<file path="config.mk">
export PLATFORM = sky130hd
export DESIGN_NAME = regfile_wb_arbiter
export DESIGN_NICKNAME = d
export VERILOG_FILES = /design/src/rtl/regfile_wb_arbiter.sv
export SDC_FILE = /design/constraint.sdc
export NUM_CORES = 1
export LEC_CHECK = 0
export ABC_AREA = 1
export CAP_MARGIN = 40
export CORE_ASPECT_RATIO = 1.5
export CORE_MARGIN = 2
export CORE_UTILIZATION = 45
export CTS_CLUSTER_SIZE = 20
export DETAILED_ROUTE_END_ITERATION = 12
export GPL_TIMING_DRIVEN = 0
export PLACE_DENSITY = 0.71
export SKIP_LAST_GASP = 1
export SLEW_MARGIN = 20
export SYNTH_ARGS = -nofsm -noshare
export SYNTH_HDL_FRONTEND = slang
export SYNTH_SLANG_ARGS = --single-unit
</file>
<file path="constraint.sdc">
create_clock -name clk_i -period 8 [get_ports clk_i]
set_clock_uncertainty 0.15 [all_clocks]
set_input_delay 2.4 -clock clk_i [delete_from_list [all_inputs] [get_ports clk_i]]
set_output_delay 2.4 -clock clk_i [all_outputs]
set_load 0.005 [all_outputs]
</file>
<file path="src/rtl/regfile_wb_arbiter.sv">
// regfile_wb_arbiter
//
// Owns the single write port of the register file. Two result producers
// share it:
//   port A - single-cycle execute results, written directly when selected
//   port B - long-latency results (load / mul-div), buffered in a FIFO
// The chosen result is registered onto we_o / waddr_o / wdata_o, which
// connect straight to the register file's write inputs.
//
// Arbitration, highest priority first:
//   1. FIFO full and port A valid -> the FIFO head is written and A waits.
//      This stops a steady stream on A from starving B.
//   2. port A valid               -> A is written.
//   3. FIFO non-empty             -> the FIFO head is written.
//   4. nothing is written.
// Results addressed to r0 are consumed but never raise we_o.
//
// Optional feature macro: WB_SCOREBOARD_EN
//   defined   - busy_o tracks registers that have an outstanding write.
//               Issue sets a bit, commit clears it, and set wins on a tie.
//   undefined - busy_o is tied to 0 and the iss_* inputs are ignored.
//
// Ports:
//   clk_i        clock, rising edge
//   rst_i        synchronous active-high reset
//   a_valid_i    port A result valid
//   a_ready_o    port A accepted this cycle
//   a_waddr_i    port A destination register
//   a_wdata_i    port A result
//   b_valid_i    port B result valid
//   b_ready_o    port B FIFO can accept
//   b_waddr_i    port B destination register
//   b_wdata_i    port B result
//   we_o         register-file write enable (registered)
//   waddr_o      register-file write address (registered)
//   wdata_o      register-file write data (registered)
//   iss_valid_i  decode issued an instruction that writes a register
//   iss_waddr_i  destination register of that instruction
//   busy_o       bit n set means r[n] has a pending write

`ifndef RegW
`define RegW 32
`endif

module regfile_wb_arbiter #(
  parameter int RegW       = `RegW,
  parameter int FIFO_DEPTH = 4
) (
  input  logic            clk_i,
  input  logic            rst_i,
  input  logic            a_valid_i,
  output logic            a_ready_o,
  input  logic [4:0]      a_waddr_i,
  input  logic [RegW-1:0] a_wdata_i,
  input  logic            b_valid_i,
  output logic            b_ready_o,
  input  logic [4:0]      b_waddr_i,
  input  logic [RegW-1:0] b_wdata_i,
  output logic            we_o,
  output logic [4:0]      waddr_o,
  output logic [RegW-1:0] wdata_o,
  input  logic            iss_valid_i,
  input  logic [4:0]      iss_waddr_i,
  output logic [31:0]     busy_o
);

  localparam int PtrW = $clog2(FIFO_DEPTH);
  localparam int CntW = PtrW + 1;

  typedef struct packed {
    logic [4:0]      addr;
    logic [RegW-1:0] data;
  } wb_entry_t;

  typedef enum logic [1:0] {
    SEL_NONE,
    SEL_A,
    SEL_FIFO
  } sel_e;

  // ---------------------------------------------------------------------
  // Port B FIFO
  // ---------------------------------------------------------------------
  wb_entry_t       fifo_mem [FIFO_DEPTH];
  logic [PtrW-1:0] wr_ptr;
  logic [PtrW-1:0] rd_ptr;
  logic [CntW-1:0] count;
  logic            fifo_full;
  logic            fifo_empty;
  logic            push;
  logic            pop;

  assign fifo_full  = (count == CntW'(FIFO_DEPTH));
  assign fifo_empty = (count == '0);

  // Both ready signals depend only on the count, a_valid_i and rst_i.
  // They never look at b_valid_i.
  assign b_ready_o = ~fifo_full & ~rst_i;
  assign a_ready_o = a_valid_i & ~fifo_full & ~rst_i;

  assign push = b_valid_i & b_ready_o;

  // ---------------------------------------------------------------------
  // Arbitration
  // ---------------------------------------------------------------------
  sel_e      sel;
  wb_entry_t sel_entry;

  // NOTE: every output of this block gets a default first. A branch that
  // skips an assignment would otherwise infer a latch.
  always_comb begin
    sel       = SEL_NONE;
    sel_entry = '0;
    if (fifo_full && a_valid_i) begin
      sel       = SEL_FIFO;
      sel_entry = fifo_mem[rd_ptr];
    end else if (a_valid_i) begin
      sel       = SEL_A;
      sel_entry = '{addr: a_waddr_i, data: a_wdata_i};
    end else if (!fifo_empty) begin
      sel       = SEL_FIFO;
      sel_entry = fifo_mem[rd_ptr];
    end
  end

  assign pop = (sel == SEL_FIFO);

  // NOTE: sequential state is updated with non-blocking assignments only.
  // Every flop then samples pre-edge values, whatever the block order.
  always_ff @(posedge clk_i) begin
    if (rst_i) begin
      wr_ptr <= '0;
      rd_ptr <= '0;
      count  <= '0;
    end else begin
      // The depth is a power of two, so the pointers wrap on their own.
      if (push) wr_ptr <= wr_ptr + PtrW'(1);
      if (pop)  rd_ptr <= rd_ptr + PtrW'(1);
      count <= count + CntW'(push) - CntW'(pop);
    end
  end

  // NOTE: the storage array has no reset. Reset clears the count and
  // pointers, so stale entries are unreachable. The array can then map
  // onto plain RAM or flops without reset.
  always_ff @(posedge clk_i) begin
    if (push) fifo_mem[wr_ptr] <= '{addr: b_waddr_i, data: b_wdata_i};
  end

  // ---------------------------------------------------------------------
  // Registered write stream
  // ---------------------------------------------------------------------
  always_ff @(posedge clk_i) begin
    if (rst_i) begin
      we_o    <= 1'b0;
      waddr_o <= '0;
      wdata_o <= '0;
    end else if (sel != SEL_NONE) begin
      // An r0 result is consumed here but never reaches the register file.
      we_o    <= (sel_entry.addr != 5'd0);
      waddr_o <= sel_entry.addr;
      wdata_o <= sel_entry.data;
    end else begin
      we_o    <= 1'b0;
    end
  end

  // ---------------------------------------------------------------------
  // Scoreboard
  // ---------------------------------------------------------------------
`ifdef WB_SCOREBOARD_EN
  logic [31:0] busy_q;
  logic [31:0] busy_nxt;

  // Apply the clear before the set. A same-cycle issue to the committing
  // register then leaves its bit set: the new write is still in flight.
  always_comb begin
    busy_nxt = busy_q;
    if (sel != SEL_NONE && sel_entry.addr != 5'd0) busy_nxt[sel_entry.addr] = 1'b0;
    if (iss_valid_i && iss_waddr_i != 5'd0)        busy_nxt[iss_waddr_i]    = 1'b1;
    busy_nxt[0] = 1'b0;
  end

  always_ff @(posedge clk_i) begin
    if (rst_i) busy_q <= '0;
    else       busy_q <= busy_nxt;
  end

  assign busy_o = busy_q;
`else
  logic unused_iss;
  assign unused_iss = ^{iss_valid_i, iss_waddr_i};
  assign busy_o     = '0;
`endif

endmodule

</file>
==> flow_summary.ini <==
[setup_path]
critical-path-top-delay-family = buffers and inverters
path_common_cell = clkdlybuf4s50_1
cp_cell_sequence = clkdlybuf4s50_1 -> nand2_2 -> buf_2 -> nor2_1 -> clkdlybuf4s50_1
critical_path.max_stage_delay_ns = 0.66
worst_setup_path_end_kind = output pin
critPathBufInv = 3
arrival_ns = 4.02
cp_slowest_cell = clkdlybuf4s50_1
required_ns = 5.45
worst-path-max-fanout = 10
path_class = input port to output pin
critical_path.startpoint_type = input port
r2r_slack_ns = 5.65

[detailed_routing]
via_per_inst = 5.07
drt-initial-drc-count = 427
vias = 5824
routed_wl_um = 20200
antenna_left = 0
drc_errors = 0
wire_per_inst_um = 17.6
firstDrtPassIters = 6

[placement]
dp_hpwl_um = 13600
post_dp_cell_area_um2 = 9800
dp.cells = 1115
io_buffers = 116
gp_congestion = 0.836

[synthesis]
synthesis.area_um2 = 8130
ys_async_sr_fraction_pct = 0
yosysUniqueCellTypes = 28
ys_warn_count = 0
synth.avg_cell_area_um2 = 10.9
yosysSeqAreaShare_pct = 66.2
synth_edf_count = 148
ys.flop_type = edfxtp_1
syn-instance-count = 747
ys_ff_latch = 195

[clock_network]
numCtsBuffers = 17
cts_tree = done
cts_root_buf = clkbuf_16
clk_latency_ns = 0.43
cts.clk_slew.worst_paths_ns = 0.07
post_cts_resize_count = 0
cts_setup_buffers = 0
cts_hold_buf = 0
numClockSinks = 195
clockBufferDepth = 2
h-tree-depth = 4

[grt]
grt_max_degree = 23
grt_pass1_wl_um = 30400
antenna_found_initial = 1
grt_pass1_vias = 5673
grt.total_usage_pct = 21.3
grt-ovfl-total = 0

[timing]
maxSlewViolCount = 0
finalCritPeriodShare_pct = 82.1
fmax_mhz = 152
fin_crit_ns = 6.57
hold_viol_final = 0
setup_viol = 0
worstMarginPinSlew_ns = 0.735
tns_ns = 0
slew_headroom_pct = 51.0
rsz0062_at_grt = false

[power_and_ir_drop]
intPower_mw = 2.13
power_density_nw_per_um2 = 313
p_clk_share_pct = 26.5
power.leakage_nw = 3.94
swShare_pct = 34.7
p_comb_share_pct = 34.3
power_switching_mw = 1.13
p_seq_share_pct = 39.2
ir_drop_v = 0.000159

[floorplanning]
dieArea_um2 = 19200
dieWidth_um = 114
core_um2 = 17800
io_pins = 156
initial_core_util_pct = 45.7
dieHeight_um = 169
rows = 60

[outcome]
status = finished clean

[final_layout]
fin_area_um2 = 10400
finalNonFillerCells = 1148
final_core_util_pct = 58.5
drive_gt1_share_pct = 13.5
syn_to_final_growth_pct = 28.1
nets = 1008

[min_path]
hold_path.class = register to register

[run]
max-cap-violations = 0
## worst paths after layout
check,start,end,cells after the start
max reg2reg,count[1]$_SDFF_PP0_,count[2]$_SDFF_PP0_,11
max,a_valid_i,a_ready_o,5
min,wdata_o[21]$_SDFFE_PP0N_,wdata_o[21]$_SDFFE_PP0N_,2
min reg2reg,wdata_o[21]$_SDFFE_PP0N_,wdata_o[21]$_SDFFE_PP0N_,2
## tightest hold or removal path, delay by kind of cell (launching register included)
kind	cells	cell delay, ns
flip-flops	1	0.31
AND/OR/NAND/NOR	1	0.06
AO/OA/AOI/OAI	1	0.05
## per-stage QoR
step | total power, mW | hold slack [ns] | setup WS (ns)
floorplan | 1.95 | 0.292 | 2.54
global placement | 2.38 | 0.300 | 1.33
detailed placement | 2.41 | 0.305 | 1.43
CTS | 3.26 | 0.316 | 1.43
global route | 3.43 | 0.333 | 1.34
finish | 3.26 | 0.312 | 1.43
## kinds of logic after synthesis
| kind of cell | synth area share (%) |
|---|---|
| simple gates | 13.4 |
| flops | 66.2 |
| compound gates | 11.3 |
| buf+inv | 7.62 |
| fa+ha+maj | 1.17 |
| xor+xnor | 0.215 |
| other cells | 0.0461 |
## cell usage after synthesis (all sizes together) (2+ instances only)
library cell	number	area (µm²)
inv	19	71.3
a21oi	41	213
nand2	155	599
edfxtp	148	4440
nor2	108	429
buf	60	489
o21ai	131	701
nand3	12	60.1
ha	6	75.1
dfxtp	47	941
clkbuf	14	55.1
xor2	2	17.5
## power groups by stage
stage	combinational (mW)	sequential [mW]	clock (mW)
3_5_place_dp	1.11	1.30	0
6_report	1.12	1.28	0.863
2_1_floorplan	0.648	1.30	0
3_3_place_gp	1.08	1.30	0
4_1_cts	1.12	1.28	0.867
5_1_grt	1.24	1.29	0.903
## per-layer routing
| metal | wire, µm | GRT usage (%) | vias to the layer above | part of all wire (%) |
|---|---|---|---|---|
| met5 | 0 | 0 | - | 0 |
| met4 | 580 | 10.0 | 0 | 2.9 |
| met3 | 1220 | 4.51 | 33 | 6.0 |
| met2 | 10700 | 38.3 | 225 | 53 |
| met1 | 7660 | 24.0 | 2742 | 38 |
| li1 | - | - | 2824 | - |
## placed cells by master (no fill, tap or decap), types with 13 or more instances in the layout
cell type | synthesis | final
a21oi_1 | 39 | 39
buf_4 | 39 | 39
buf_6 | 13 | 13
clkbuf_16 | 0 | 17
clkdlybuf4s50_1 | 0 | 116
conb_1 | 1 | 32
dfxtp_1 | 47 | 47
edfxtp_1 | 148 | 148
inv_1 | 16 | 16
nand2_1 | 150 | 150
nor2_1 | 106 | 102
o21ai_0 | 88 | 88
o21ai_1 | 31 | 31
## cell type report
class                           count  area, µm²
Fill cell                        1454       7380
Sequential cell                   195       5390
Multi-Input combinational cell    489       2270
Timing Repair Buffer              120       1250
Buffer                             74        544
Clock buffer                       17        425
Tap cell                          217        272
Clock inverter                     15        188
Inverter                           20       75.1
Antenna cell                        1       2.50
## flip-flops by register name (all words and copies together), names as in the netlist, named ones only
name and count:
fifo_mem 148, wdata_o 32, waddr_o 5, count 3, rd_ptr 2, wr_ptr 2, we_o 1
Power figures use the tool's default switching activity.
